`config.mk`:
```
export PLATFORM = sky130hd
export DESIGN_NAME = cache_write_ctrl
export DESIGN_NICKNAME = d
export VERILOG_FILES = /design/src/rtl/cache_write_ctrl.sv
export SDC_FILE = /design/constraint.sdc
export NUM_CORES = 1
export LEC_CHECK = 0
export ABC_AREA = 1
export ABC_CLOCK_PERIOD_IN_PS = 3600
export BUFFER_PORTS_ARGS = -buffer_cell sky130_fd_sc_hd__buf_2
export CORE_MARGIN = 8
export CORE_UTILIZATION = 25
export CTS_CLUSTER_SIZE = 25
export DETAILED_ROUTE_END_ITERATION = 16
export SYNTH_ARGS = -nofsm -noshare
export SYNTH_HDL_FRONTEND = slang
export SYNTH_SLANG_ARGS = --single-unit
```
`constraint.sdc`:
```
create_clock -name clk -period 3.6 [get_ports clk]
set_input_delay 0.36 -clock clk [delete_from_list [all_inputs] [get_ports clk]]
set_output_delay 0.36 -clock clk [all_outputs]
set_load 0.005 [all_outputs]
```
`src/rtl/cache_write_ctrl.sv`:
```
// Tags the systolic-column partial-sum stream with sequential indices, buffers it and writes it into the result cache under credit flow control.
// Optional CACHE_WR_STALL_CNT_EN enables the credit-stall cycle counter on stall_cnt; otherwise stall_cnt is tied to zero.
module cache_write_ctrl #(
  parameter int Data_Width  = 16,
  parameter int Index_Width = 5,
  parameter int Fifo_Depth  = 4,
  parameter int Slots       = 20
) (
  input  logic                   clk,
  input  logic                   rst,
  input  logic                   start,
  input  logic [Index_Width-1:0] cfg_base,
  input  logic                   in_valid,
  output logic                   in_ready,
  input  logic [Data_Width-1:0]  in_data,
  input  logic                   in_last,
  output logic                   WE_0,
  output logic [Data_Width-1:0]  data_i_0,
  output logic [Index_Width-1:0] index_i_0,
  input  logic                   free_i,
  output logic                   done,
  output logic                   err,
  output logic [15:0]            stall_cnt
);

  localparam int PtrW  = $clog2(Fifo_Depth);
  localparam int CredW = $clog2(Slots + 1);
  localparam int EntW  = Index_Width + Data_Width;
  localparam logic [PtrW:0]        PtrOne   = 1;
  localparam logic [CredW-1:0]     CredOne  = 1;
  localparam logic [CredW-1:0]     CredFull = CredW'(Slots);
  localparam logic [Index_Width-1:0] IdxOne = 1;

  typedef enum logic [1:0] {IDLE, RUN, FLUSH} state_e;

  state_e                 state_q, state_d;
  logic [Index_Width-1:0] idx_q, idx_d;
  logic [PtrW:0]          wr_ptr_q, rd_ptr_q;
  logic [EntW-1:0]        mem_q [Fifo_Depth];
  logic [CredW-1:0]       credits_q, credits_d;
  logic                   err_q, err_d;
  logic                   push, pop, empty, full, start_acc;
  logic [EntW-1:0]        head;

  // Pointers carry one extra wrap bit so full and empty are distinguishable.
  assign empty = (wr_ptr_q == rd_ptr_q);
  assign full  = (wr_ptr_q[PtrW] != rd_ptr_q[PtrW]) &&
                 (wr_ptr_q[PtrW-1:0] == rd_ptr_q[PtrW-1:0]);
  assign head  = mem_q[rd_ptr_q[PtrW-1:0]];

  assign pop       = !empty && (credits_q != '0);
  assign WE_0      = pop;
  assign data_i_0  = empty ? '0 : head[Data_Width-1:0];
  assign index_i_0 = empty ? '0 : head[EntW-1:Data_Width];
  assign err       = err_q;
  assign start_acc = (state_q == IDLE) && start;

  always_comb begin
    state_d  = state_q;
    idx_d    = idx_q;
    in_ready = 1'b0;
    push     = 1'b0;
    done     = 1'b0;
    case (state_q)
      IDLE: begin
        if (start_acc) begin
          state_d = RUN;
          idx_d   = cfg_base;
        end
      end
      RUN: begin
        in_ready = !full;
        push     = in_valid && !full;
        if (push) begin
          idx_d = idx_q + IdxOne;
          if (in_last) state_d = FLUSH;
        end
      end
      FLUSH: begin
        if (empty) begin
          state_d = IDLE;
          done    = 1'b1;
        end
      end
      default: state_d = IDLE;
    endcase
  end

  always_comb begin
    credits_d = credits_q;
    err_d     = err_q;
    if (free_i && !pop) begin
      if (credits_q == CredFull) err_d = 1'b1;
      else                       credits_d = credits_q + CredOne;
    end else if (pop && !free_i) begin
      credits_d = credits_q - CredOne;
    end
  end

  always_ff @(posedge clk) begin
    if (rst) begin
      state_q   <= IDLE;
      idx_q     <= '0;
      wr_ptr_q  <= '0;
      rd_ptr_q  <= '0;
      credits_q <= CredFull;
      err_q     <= 1'b0;
    end else begin
      state_q   <= state_d;
      idx_q     <= idx_d;
      credits_q <= credits_d;
      err_q     <= err_d;
      if (push) wr_ptr_q <= wr_ptr_q + PtrOne;
      if (pop)  rd_ptr_q <= rd_ptr_q + PtrOne;
    end
  end

  // Storage needs no reset: outputs are masked while the FIFO is empty.
  always_ff @(posedge clk) begin
    if (push) mem_q[wr_ptr_q[PtrW-1:0]] <= {idx_q, in_data};
  end

`ifdef CACHE_WR_STALL_CNT_EN
  logic [15:0] stall_q;
  always_ff @(posedge clk) begin
    if (rst || start_acc)
      stall_q <= '0;
    else if (!empty && (credits_q == '0) && (stall_q != 16'hFFFF))
      stall_q <= stall_q + 16'd1;
  end
  assign stall_cnt = stall_q;
`else
  assign stall_cnt = '0;
`endif

endmodule

```
* Yosys cells after proc, flatten, opt, wreduce, memory -nomap -nowiden
Memories as Yosys holds them, arrays and structs flattened. A register that Yosys moved wholly into a read port is not among the register bits. Cells that the tools add are included.
Storage, ports and cells: output and inout port bits 41, register bits after elaboration 19, input bits 27, memories kept 1, word-level logic and storage cells 62, bits in writable memories 84
Operators by class: mux-type cells 21, $add $sub $neg 5, equal/unequal tests 11, reduce and logical (&&, ||, !) cells 18
Memories:
- mem_q | depth 4, bits a word 21, rd ports 1, clocked after Yosys merged registers in 1, write ports 1, line 39 | logic [EntW-1:0] mem_q [Fifo_Depth];
Operators with widths (count):
- $mux W5 | 6
- $mux W16 | 1
- $mux W2 | 6
- $add A5 B1 Y5 const B | 2
- $ne A2 B2 Y1 const B | 5
- $pmux W5 S2 | 1
- $add A3 B1 Y3 const B | 2
- $logic_and A1 B1 Y1 | 6
- $mux W1 | 6
- $pmux W2 S3 | 1
- $eq A5 B5 Y1 const B | 1
- $reduce_bool A5 Y1 | 1
- $sub A5 B1 Y5 const B | 1
- $logic_not A1 Y1 | 4
- $reduce_and A2 Y1 | 2
- $reduce_and A4 Y1 | 1
- $reduce_bool A2 Y1 | 2
- $eq A3 B3 Y1 | 1
- $reduce_and A3 Y1 | 1
- $eq A2 B1 Y1 const B | 1
- $eq A2 B2 Y1 | 1
- $eq A2 B2 Y1 const B | 1
- $logic_not A2 Y1 | 1
- $ne A1 B1 Y1 | 1

* Logic depth before layout (Yosys ltp)
Gate-level depths: netlist (run 1).
word-level depth 7, mapped depth 17, depth with buffers taken out 17

* Worst setup path before layout (run 1)
OpenSTA, ideal clock, no wires.
path type flip-flop to flip-flop, start point register wr_ptr_q[0], end point memory mem_q[0][0] (netlist bit) (enable), setup time 0.399 ns, arrival 1.757 ns, setup slack 1.444 ns, buffers on the path 0, period minus slack after synthesis 2.156 ns, cell stages (with the launch flop) 9, data required time 3.201 ns, path through dfxtp_1 > inv_2 > nand2_2 > nand2_2 > nand3_2 > nand2_1 > inv_2 > nand2_4 > nor2_1
On the way: cells in the longest elaborated chain, start to end 7
Ends and longest elaborated chain:
- start, declared | line 38 | logic [PtrW:0] wr_ptr_q, rd_ptr_q;
- start signal, assigned | line 113 | if (push) wr_ptr_q <= wr_ptr_q + PtrOne;
- $eq A2 B2 Y1 | line 48 | (wr_ptr_q[PtrW-1:0] == rd_ptr_q[PtrW-1:0]);
- $logic_and A1 B1 Y1 | line 47 | assign full = (wr_ptr_q[PtrW] != rd_ptr_q[PtrW]) &&
- $logic_not A1 Y1 | line 73 | push = in_valid && !full;
- $logic_and A1 B1 Y1 | line 73
- $mux W1 | line 64 | case (state_q)
- $mux W1 | line 120 | if (push) mem_q[wr_ptr_q[PtrW-1:0]] <= {idx_q, in_data};
- $mux W1 (not written as such) | line 120
- end, declared | line 39
Several ways; a longest one is shown, not always the timed one.

* Worst setup path in the final report (run 1)
start point register wr_ptr_q[0], end point register credits_q[4]
On the way: cells in the longest elaborated chain, start to end 7, elaborated cells on any way between the ends 10, classes of those cells eq/ne: 2; mux: 1; reduce/logical: 7
Ends and longest elaborated chain:
- $eq A3 B3 Y1 (*) | line 46 | assign empty = (wr_ptr_q == rd_ptr_q);
- $logic_not A1 Y1 (*) | line 51 | assign pop = !empty && (credits_q != '0);
- $logic_and A1 B1 Y1 (*) | line 51
- $logic_not A1 Y1 | line 92 | if (free_i && !pop) begin
- $logic_and A1 B1 Y1 | line 92
- $ne A2 B2 Y1 (no source line) / $reduce_bool A2 Y1 (equally long branches)
- $reduce_and A2 Y1 (no source line)
- end signal, assigned | line 106 | credits_q <= CredFull;
- end signal, assigned | line 111 | credits_q <= credits_d;
- end, declared | line 40 | logic [CredW-1:0] credits_q, credits_d;
Every way passes the cells marked *; elsewhere a longest branch is shown, timed or not. A chain may end at the register's enable or synchronous reset.

==> impl_metrics.py, run 1 <==
metrics = {
    "sta": {
        "hold_viol": 0,
        "relSlewSlack": 0.605,
        "tns_ps": 0,
        "finClkSkew_ps": 6.07,
        "min_period_ps": 2400,
        "period_share": 0.666,
        "setup-violations-final": 0,
        "whs_ps": 190,
        "tightest_slew_ps": 592,
        "rsz0062_at_grt": "no",
        "slew_violations": 0,
        "max_freq_ghz": 0.417,
    },
    "cts": {
        "clockBufferDepth": 2,
        "numClockSinks": 105,
        "htree_levels": 3,
        "cts_root_buffer": "clkbuf_16",
        "hold_buffers": 0,
        "clk_pin_slew_ps": 60,
        "cts_tree": "done",
        "insertion_delay_ps": 340,
        "cts_made_buffers": 9,
        "post_cts_buffers": 0,
        "cts_resized": 0,
    },
    "global_route": {
        "first_global_vias": 2976,
        "use_met1": 0.0956,
        "overflow": 0,
        "grt_pass1_wl_um": 15300,
        "gr-usage-all-layers": 0.0828,
        "grt_max_degree": 43,
        "busiest_layer": "met2",
        "use_met3": 0.0330,
        "use_met2": 0.136,
        "antenna_found_initial": 1,
    },
    "power": {
        "ir_drop_mv": 0.371,
        "powerDensity_nw_per_um2": 701,
        "p_leak_nw": 2.20,
    },
    "place": {
        "place.gp.congestion": 0.758,
        "port_buffers": 51,
        "dp_hpwl_um": 6490,
    },
    "synthesis": {
        "synth_enable_flop_cells": 84,
        "synthDistinctLibCells": 35,
        "synthTopCellsByCount": "nor2_1 (85), edfxtp_1 (84), nand2_1 (46), inv_1 (44), o21ai_0 (34)",
        "synth_cells": 440,
        "synth_area_leaders": "edfxtp_1 (54%), dfxtp_1 (9.0%), nor2_1 (6.8%)",
        "synth_top_area_share": 0.539,
        "ys_warn_count": 0,
        "syn_area_per_cell_um2": 10.6,
        "yosysSeqAreaShare": 0.629,
        "yosys.area.top_type": "edfxtp_1",
        "synth_seq_cells": 105,
        "async_reset_ff_frac": 0,
        "ys.flop_type": "edfxtp_1",
        "synth_area_um2": 4680,
        "synth_most_common_cell": "nor2_1",
    },
    "worst_setup_path": {
        "arrival_ps": 2600,
        "crit_fanout": 25,
        "cp_cell_sequence": "inv_2, nand2_2, nand2_2, nand3_4, nand2_4, nand2_2, inv_1, fa_1, inv_1, nand2_1, nand2_1, a21oi_1, nand3_1, nand3_2, nand2_1, nand3_1",
        "crit_buf_inv": 3,
        "slowest_delay_ps": 410,
        "cp.required_ps": 3800,
        "end_kind": "flip-flop",
        "slowest_stage": "dfxtp_1",
        "crit_type": "reg -> reg",
        "cpLargestDelayFamily": "simple AND/OR/NAND/NOR gates",
        "start_kind": "flip-flop",
    },
    "cells_and_area": {
        "antenna_cells": 0,
        "drive_above_1_share": 0.205,
        "syn_to_final_growth_pct": 15.9,
        "nNetsFinal": 530,
    },
    "die": {
        "io_pins": 68,
        "die_area_um2": 23400,
        "die_x_um": 153,
        "die_y_um": 153,
        "core_area_um2": 18500,
        "start_util": 0.253,
        "row_count": 50,
    },
    "route": {
        "detail_route.vias_per_cell": 4.23,
        "wl_per_cell_um": 13.2,
        "vias": 3095,
        "drt_iter0_markers": 167,
        "drt-total-wl_um": 9640,
        "drtAntennaViolNets": 0,
        "first_pass_iters": 5,
        "drc_errors": 0,
    },
    "run": {
        "maxCapViolations": 0,
    },
    "min_path": {
        "hp-class": "in -> reg",
    },
    "status": {
        "status": "complete, no violations",
    },
}
==> final cells by class <==
cell class	instances	area, um^2
well taps	234	293
clock buffers	10	229
flip-flops and latches	105	2940
clock inverters	6	35.0
repair buffers	59	315
fillers	1926	13100
multi-input cells	265	1410
inverters	53	199
==> registers in the layout, indices dropped and copies added, names as in the netlist, named ones only <==
name / flops
mem_q: 84
credits_q: 5
idx_q: 5
rd_ptr_q: 3
wr_ptr_q: 3
state_q: 2
err: 1
==> power breakdown <==
group | internal, W | total (W) | switching, W
clock | 0.000463 | 0.000858 | 0.000395
sequential | 0.00143 | 0.00150 | 0.0000740
combinational | 0.000523 | 0.00144 | 0.000921
==> worst reg2reg max path: stages (launching register included) <==
cell and delay, ps:
dfxtp_1 410, inv_2 90, nand2_2 80, nand2_2 80, nand3_4 320, nand2_4 150
nand2_2 150, inv_1 70, fa_1 380, inv_1 60, nand2_1 60, nand2_1 60
a21oi_1 70, nand3_1 120, nand3_2 80, nand2_1 50, nand3_1 50
==> metal layers <==
layer | wire, um | part of all wire
met1 | 4230 | 0.44
met2 | 4590 | 0.48
met3 | 647 | 0.067
met4 | 167 | 0.017
met5 | 8 | 0.00083
==> kinds of logic after synthesis <==
family | synth area share
AOI/OAI and AO/OA | 0.0965
xor gates and xnor gates | 0.00561
adders and majority gates | 0.0283
buffers and inverters | 0.0831
DFF | 0.629
other | 0.000801
and+or+nand+nor | 0.157
==> cells in the final DEF, fill, tap and decap left out, types with 2 or more instances in the layout <==
| cell | instances |
|---|---|
| nor2_2 | 4 |
| nand2_4 | 3 |
| o32ai_1 | 21 |
| clkinv_1 | 2 |
| nand3_1 | 9 |
| buf_2 | 51 |
| buf_4 | 8 |
| ha_1 | 9 |
| o21ai_1 | 3 |
| xor2_1 | 3 |
| o21ai_0 | 34 |
| conb_1 | 16 |
| nand3_2 | 3 |
| inv_2 | 8 |
| nand2_1 | 46 |
| edfxtp_1 | 84 |
| dfxtp_1 | 21 |
| a21oi_1 | 10 |
| nand2_2 | 7 |
| clkinv_2 | 3 |
| clkbuf_16 | 9 |
| nand4_1 | 4 |
| inv_1 | 44 |
| nor2_1 | 82 |
==> per-stage QoR <==
step,utilization,power [W],instances,setup slack [ps],cell area [um^2]
2_1_floorplan,-,0.00253,455,1440,4740
5_1_grt,0.293,0.00411,732,972,5430
4_1_cts,0.293,0.00388,732,1170,5430
3_5_place_dp,0.279,0.00301,716,1200,5160
3_3_place_gp,0.279,0.00301,716,1250,5160
6_report,0.293,0.00381,732,1200,5430
==> path summary, 6_finish.rpt <==
check / from / end / slack [ps] / depth (start not counted)
min reg2reg: err$_SDFFE_PP0P_ / err$_SDFFE_PP0P_ / 470 / 1
max reg2reg: wr_ptr_q[0]$_SDFFE_PP0P_ / credits_q[4]$_SDFFE_PP1P_ / 1200 / 16
max: wr_ptr_q[0]$_SDFFE_PP0P_ / credits_q[4]$_SDFFE_PP1P_ / 1200 / 16
min: rst / state_q[1]$_SDFFE_PP0P_ / 190 / 2
No activity file was read; power rests on OpenSTA's default activity.
==> run 2, diff against run 1 <==
--- a/config.mk
+++ b/config.mk
@@ -6,7 +6,7 @@
 export NUM_CORES = 1
 export LEC_CHECK = 0
 export ABC_AREA = 1
-export ABC_CLOCK_PERIOD_IN_PS = 3600
+export ABC_CLOCK_PERIOD_IN_PS = 2300
 export BUFFER_PORTS_ARGS = -buffer_cell sky130_fd_sc_hd__buf_2
 export CORE_MARGIN = 8
 export CORE_UTILIZATION = 25
==> constraint.sdc (replaced) <==
create_clock -name clk -period 2.3 [get_ports clk]
set_input_delay 0.23 -clock clk [delete_from_list [all_inputs] [get_ports clk]]
set_output_delay 0.23 -clock clk [all_outputs]
set_load 0.005 [all_outputs]
==> impl_metrics.py, run 2 (synthesized netlist as in run 1, its figures left out) <==
metrics = {
    "sta": {
        "relSlewSlack": 0.624,
        "tns_ps": 0,
        "finClkSkew_ps": 4.79,
        "tightest_slew_ps": 563,
        "period_share": 0.904,
        "hold_viol": 0,
        "rsz0062_at_grt": "no",
        "slew_violations": 0,
        "min_period_ps": 2080,
        "max_freq_ghz": 0.481,
        "setup-violations-final": 0,
    },
    "cts": {
        "cts_resized": 0,
        "clk_pin_slew_ps": 70,
        "insertion_delay_ps": 340,
        "post_cts_buffers": 0,
        "clockBufferDepth": 2,
        "hold_buffers": 0,
        "htree_levels": 3,
        "cts_root_buffer": "clkbuf_16",
        "cts_made_buffers": 9,
        "cts_tree": "done",
        "numClockSinks": 105,
    },
    "route": {
        "detail_route.vias_per_cell": 4.16,
        "drc_errors": 0,
        "vias": 3049,
        "first_pass_iters": 5,
        "drt-total-wl_um": 9610,
        "wl_per_cell_um": 13.1,
        "drt_iter0_markers": 170,
        "drtAntennaViolNets": 0,
    },
    "worst_setup_path": {
        "start_kind": "flip-flop",
        "crit_type": "reg -> reg",
        "cp.required_ps": 2510,
        "crit_fanout": 9,
        "end_kind": "flip-flop",
        "arrival_ps": 2290,
    },
    "die": {
        "die_area_um2": 23400,
        "core_area_um2": 18500,
        "io_pins": 68,
        "row_count": 50,
        "die_x_um": 153,
        "start_util": 0.253,
        "die_y_um": 153,
    },
    "min_path": {
        "hp-class": "in -> reg",
    },
    "cells_and_area": {
        "layout_common_cells": "edfxtp_1 (84), nor2_1 (82), buf_2 (51), nand2_1 (46), inv_1 (44)",
        "regArea_um2": 2940,
        "n_fill_cell": 1909,
        "largest_reg_flops": 84,
        "final_common_cell": "edfxtp_1",
        "final_cell_area_um2": 5490,
        "finalCoreUtilization": 0.296,
        "drive_above_1_share": 0.210,
        "nNetsFinal": 531,
        "antenna_cells": 0,
        "syn_to_final_growth_pct": 17.2,
        "multi_input_area_um2": 1410,
    },
    "power": {
        "swShare": 0.363,
        "powerDensity_nw_per_um2": 1130,
        "ir_drop_mv": 0.442,
        "power.switching_w": 0.00225,
        "power_w": 0.00620,
        "pwr-share-comb": 0.372,
        "p_leak_nw": 2.23,
        "p_int_w": 0.00395,
        "p_seq_frac": 0.380,
        "clkPwrFrac": 0.248,
    },
    "status": {
        "status": "complete, no violations",
    },
    "place": {
        "dp_hpwl_um": 6290,
        "place_area_um2": 5180,
        "port_buffers": 51,
        "place.gp.congestion": 0.751,
    },
    "global_route": {
        "grt_max_degree": 43,
        "gr-usage-all-layers": 0.0837,
        "overflow": 0,
        "antenna_found_initial": 0,
        "grt_pass1_wl_um": 15500,
        "first_global_vias": 3080,
    },
    "run": {
        "maxCapViolations": 0,
    },
}
-- run 2: changes by cell type in the layout (fill, tap and decap cells not counted) --
cell	previous run	this run
bufinv_16	0	1
clkinv_4	1	3
clkinv_1	2	1
clkinvlp_4	1	0
inv_6	0	2
buf_12	0	1
clkinv_2	3	1
clkbuf_1	1	0
-- run 2: final cells by class --
| type | instances | area share |
|---|---|---|
| Multi-Input combinational cell | 265 | 0.258 |
| Clock buffer | 9 | 0.0410 |
| Sequential cell | 105 | 0.536 |
| Tap cell | 234 | 0.0534 |
| Timing Repair Buffer | 60 | 0.0611 |
| Clock inverter | 7 | 0.0144 |
| Inverter | 53 | 0.0363 |
-- run 2: final timing paths --
kind                                               start                         to  slack [ps]  cells after the start
worst min-delay path                                 rst    state_q[1]$_SDFFE_PP0P_          60                      2
worst max-delay path            wr_ptr_q[0]$_SDFFE_PP0P_  credits_q[4]$_SDFFE_PP1P_         220                     16
worst min register to register          err$_SDFFE_PP0P_           err$_SDFFE_PP0P_         460                      1
worst max register to register  wr_ptr_q[0]$_SDFFE_PP0P_  credits_q[4]$_SDFFE_PP1P_         220                     16
-- run 2: per-stage QoR --
stage          cells  hold WS [ps]  worst slack, ps
2_1_floorplan    455           299              144
3_3_place_gp     717           401              283
3_5_place_dp     717           412              225
4_1_cts          733          45.7              217
5_1_grt          733          61.5             18.3
6_report         733          59.5              220
-- run 2: layer usage --
metal / global-route usage / vias to the layer above / wire length, um
li1: - / 1576 / -
met1: 0.102 / 1418 / 4580
met2: 0.137 / 49 / 4460
met3: 0.0296 / 6 / 479
met4: 0.0254 / 0 / 85
met5: 0 / - / 0
-- run 2: critical path: stages, from the launching register on --
cell and delay, ps:
dfxtp_1 400, inv_2 80, nand2_2 70, nand2_2 70, nand3_4 90, nand2_4 90, nand2_2 140, inv_1 70
fa_1 380, inv_1 60, nand2_1 60, nand2_1 60, a21oi_1 70, nand3_1 120, nand3_2 80, nand2_1 60
nand3_1 50
-- run 2: power by group through the flow --
stage                     Clock, W  Sequential, W  Combinational [W]
after floorplan                  0        0.00237            0.00159
after global placement           0        0.00240            0.00235
after detailed placement         0        0.00240            0.00236
after CTS                  0.00157        0.00236            0.00237
after global routing       0.00164        0.00237            0.00265
final                      0.00153        0.00236            0.00231
==> run 3, diff against run 2 <==
--- a/config.mk
+++ b/config.mk
@@ -5,8 +5,8 @@
 export SDC_FILE = /design/constraint.sdc
 export NUM_CORES = 1
 export LEC_CHECK = 0
-export ABC_AREA = 1
-export ABC_CLOCK_PERIOD_IN_PS = 2300
+export ABC_AREA = 0
+export ABC_CLOCK_PERIOD_IN_PS = 2100
 export BUFFER_PORTS_ARGS = -buffer_cell sky130_fd_sc_hd__buf_2
 export CORE_MARGIN = 8
 export CORE_UTILIZATION = 25
==> constraint.sdc (replaced) <==
create_clock -name clk -period 2.1 [get_ports clk]
set_input_delay 0.21 -clock clk [delete_from_list [all_inputs] [get_ports clk]]
set_output_delay 0.21 -clock clk [all_outputs]
set_load 0.005 [all_outputs]
==> impl_metrics.py, run 3 <==
metrics = {
    "status": {
        "status": "finished with violations",
        "violations": "negative setup slack",
    },
    "cells_and_area": {
        "syn_to_final_growth_pct": 23.5,
        "nNetsFinal": 414,
        "antenna_cells": 0,
        "largest_reg_flops": 84,
        "final_cell_area_um2": 5710,
        "final_common_cell": "edfxtp_1",
        "drive_above_1_share": 0.382,
        "finalCoreUtilization": 0.316,
        "layout_common_cells": "edfxtp_1 (84), buf_2 (51), and2_1 (24), mux4_2 (21), buf_4 (21)",
    },
    "die": {
        "die_area_um2": 23100,
        "row_count": 49,
        "io_pins": 68,
        "die_x_um": 152,
        "die_y_um": 152,
        "start_util": 0.256,
        "core_area_um2": 18100,
    },
    "sta": {
        "slew_violations": 0,
        "worst_slack_ps": -44.9,
        "hold_viol": 0,
        "relSlewSlack": 0.637,
        "rsz0062_at_grt": "yes",
        "period_share": 1.02,
        "setup-violations-final": 1,
        "max_freq_ghz": 0.466,
        "finClkSkew_ps": 5.94,
        "tightest_slew_ps": 537,
        "min_period_ps": 2140,
    },
    "worst_setup_path": {
        "start_kind": "flip-flop",
        "crit_fanout": 4,
        "end_kind": "flip-flop",
        "cp.required_ps": 2340,
        "crit_type": "reg -> reg",
        "arrival_ps": 2380,
    },
    "global_route": {
        "gr-usage-all-layers": 0.0899,
        "grt_pass1_wl_um": 16100,
        "first_global_vias": 2938,
        "grt_max_degree": 23,
        "antenna_found_initial": 0,
        "overflow": 0,
    },
    "synthesis": {
        "ys_warn_count": 0,
        "synth_most_common_cell": "edfxtp_1",
        "syn_area_per_cell_um2": 15.5,
        "synth_seq_cells": 105,
        "async_reset_ff_frac": 0,
        "synth_area_leaders": "edfxtp_1 (55%), mux4_2 (10%), dfxtp_1 (9.1%)",
        "synthTopCellsByCount": "edfxtp_1 (84), and2_1 (24), dfxtp_1 (21), mux4_2 (21), nor2_1 (20)",
        "yosysSeqAreaShare": 0.636,
        "synth_cells": 298,
        "synth_enable_flop_cells": 84,
        "synth_top_area_share": 0.545,
        "synthDistinctLibCells": 52,
        "yosys.area.top_type": "edfxtp_1",
        "synth_area_um2": 4630,
        "ys.flop_type": "edfxtp_1",
    },
    "power": {
        "ir_drop_mv": 0.547,
        "p_int_w": 0.00424,
        "p_leak_nw": 2.07,
        "powerDensity_nw_per_um2": 1070,
        "pwr-share-comb": 0.337,
        "swShare": 0.303,
        "power.switching_w": 0.00185,
        "clkPwrFrac": 0.256,
        "p_seq_frac": 0.406,
    },
    "place": {
        "dp_hpwl_um": 6750,
        "port_buffers": 51,
        "place_area_um2": 5380,
        "place.gp.congestion": 0.753,
    },
    "route": {
        "wl_per_cell_um": 16.6,
        "drtAntennaViolNets": 0,
        "drt-total-wl_um": 10100,
        "first_pass_iters": 4,
        "detail_route.vias_per_cell": 4.37,
        "vias": 2672,
        "drc_errors": 0,
        "drt_iter0_markers": 125,
    },
    "cts": {
        "cts_tree": "done",
        "clockBufferDepth": 2,
        "numClockSinks": 105,
        "htree_levels": 3,
        "hold_buffers": 0,
        "cts_made_buffers": 9,
        "insertion_delay_ps": 350,
        "cts_root_buffer": "clkbuf_16",
        "clk_pin_slew_ps": 70,
    },
    "run": {
        "maxCapViolations": 0,
    },
    "min_path": {
        "hp-class": "in -> reg",
    },
}
[run 3: what timing repair did]
| item | in CTS | in global routing |
|---|---|---|
| gates cloned | 0 | 1 |
| resized for setup | 2 | 6 |
| pin swaps | 0 | 5 |
| setup buffers | 0 | 1 |
| setup endpoints to repair | 15 | 11 |
[run 3: cells by family after synthesis]
logic type                 synth area share
adders and majority gates            0.0287
buffers and inverters                0.0433
and+or+nand+nor                      0.0901
xor gates and xnor gates             0.0254
muxes                                 0.111
DFF                                   0.636
other                              0.000811
AOI/OAI and AO/OA                    0.0644
[run 3: per-layer routing]
metal	vias up	global-route usage	share of wire
li1	1252	-	-
met1	1350	0.102	0.43
met2	61	0.155	0.51
met3	9	0.0303	0.044
met4	0	0.0314	0.012
met5	-	0	0
[run 3: critical path: stages, from the launching register on]
cell and delay (ps):
dfxtp_2 340, xnor2_2 160, a32oi_4 250, nand2b_4 180, inv_2 50, fa_2 350
nand2b_4 150, o2bb2ai_2 130, a2111oi_2 210, a31oi_1 90, mux2i_1 130
[run 3: worst paths after layout]
path / startpoint / endpoint / slack [ps] / depth (start not counted)
setup / recovery: rd_ptr_q[2]$_SDFFE_PP0P_ / credits_q[4]$_SDFFE_PP1P_ / -40 / 10
hold / removal: in_data[1] / mem_q[3][1]$_DFFE_PP_ / 80 / 1
setup reg to reg: rd_ptr_q[2]$_SDFFE_PP0P_ / credits_q[4]$_SDFFE_PP1P_ / -40 / 10
hold reg to reg: err$_SDFFE_PP0P_ / err$_SDFFE_PP0P_ / 490 / 2
[run 3: power by group through the flow]
stage | combinational, W | sequential [W] | clock, W
after global placement | 0.00195 | 0.00250 | 0
after floorplan | 0.00127 | 0.00250 | 0
after global routing | 0.00227 | 0.00249 | 0.00170
after CTS | 0.00201 | 0.00247 | 0.00162
final | 0.00206 | 0.00247 | 0.00156
after detailed placement | 0.00199 | 0.00251 | 0
[run 3: layout make-up]
type                    instances  area, um^2
clock buffers                  11         233
clock inverters                 5        37.5
fillers                      1794       12400
inverters                      10        37.5
multi-input cells             172        1610
flip-flops and latches        105        2960
well taps                     229         287
repair buffers                 79         549
[run 3: stage by stage]
step,hold slack (ps),setup TNS (ps),cells,power [W],worst slack (ps)
6_report,76.6,-44.9,611,0.00609,-44.9
2_1_floorplan,309,-179,313,0.00377,-179
3_5_place_dp,431,-26.7,593,0.00450,-26.7
3_3_place_gp,423,0,593,0.00444,11.8
5_1_grt,65.9,-297,611,0.00646,-156
4_1_cts,60.7,-52.4,609,0.00610,-52.4
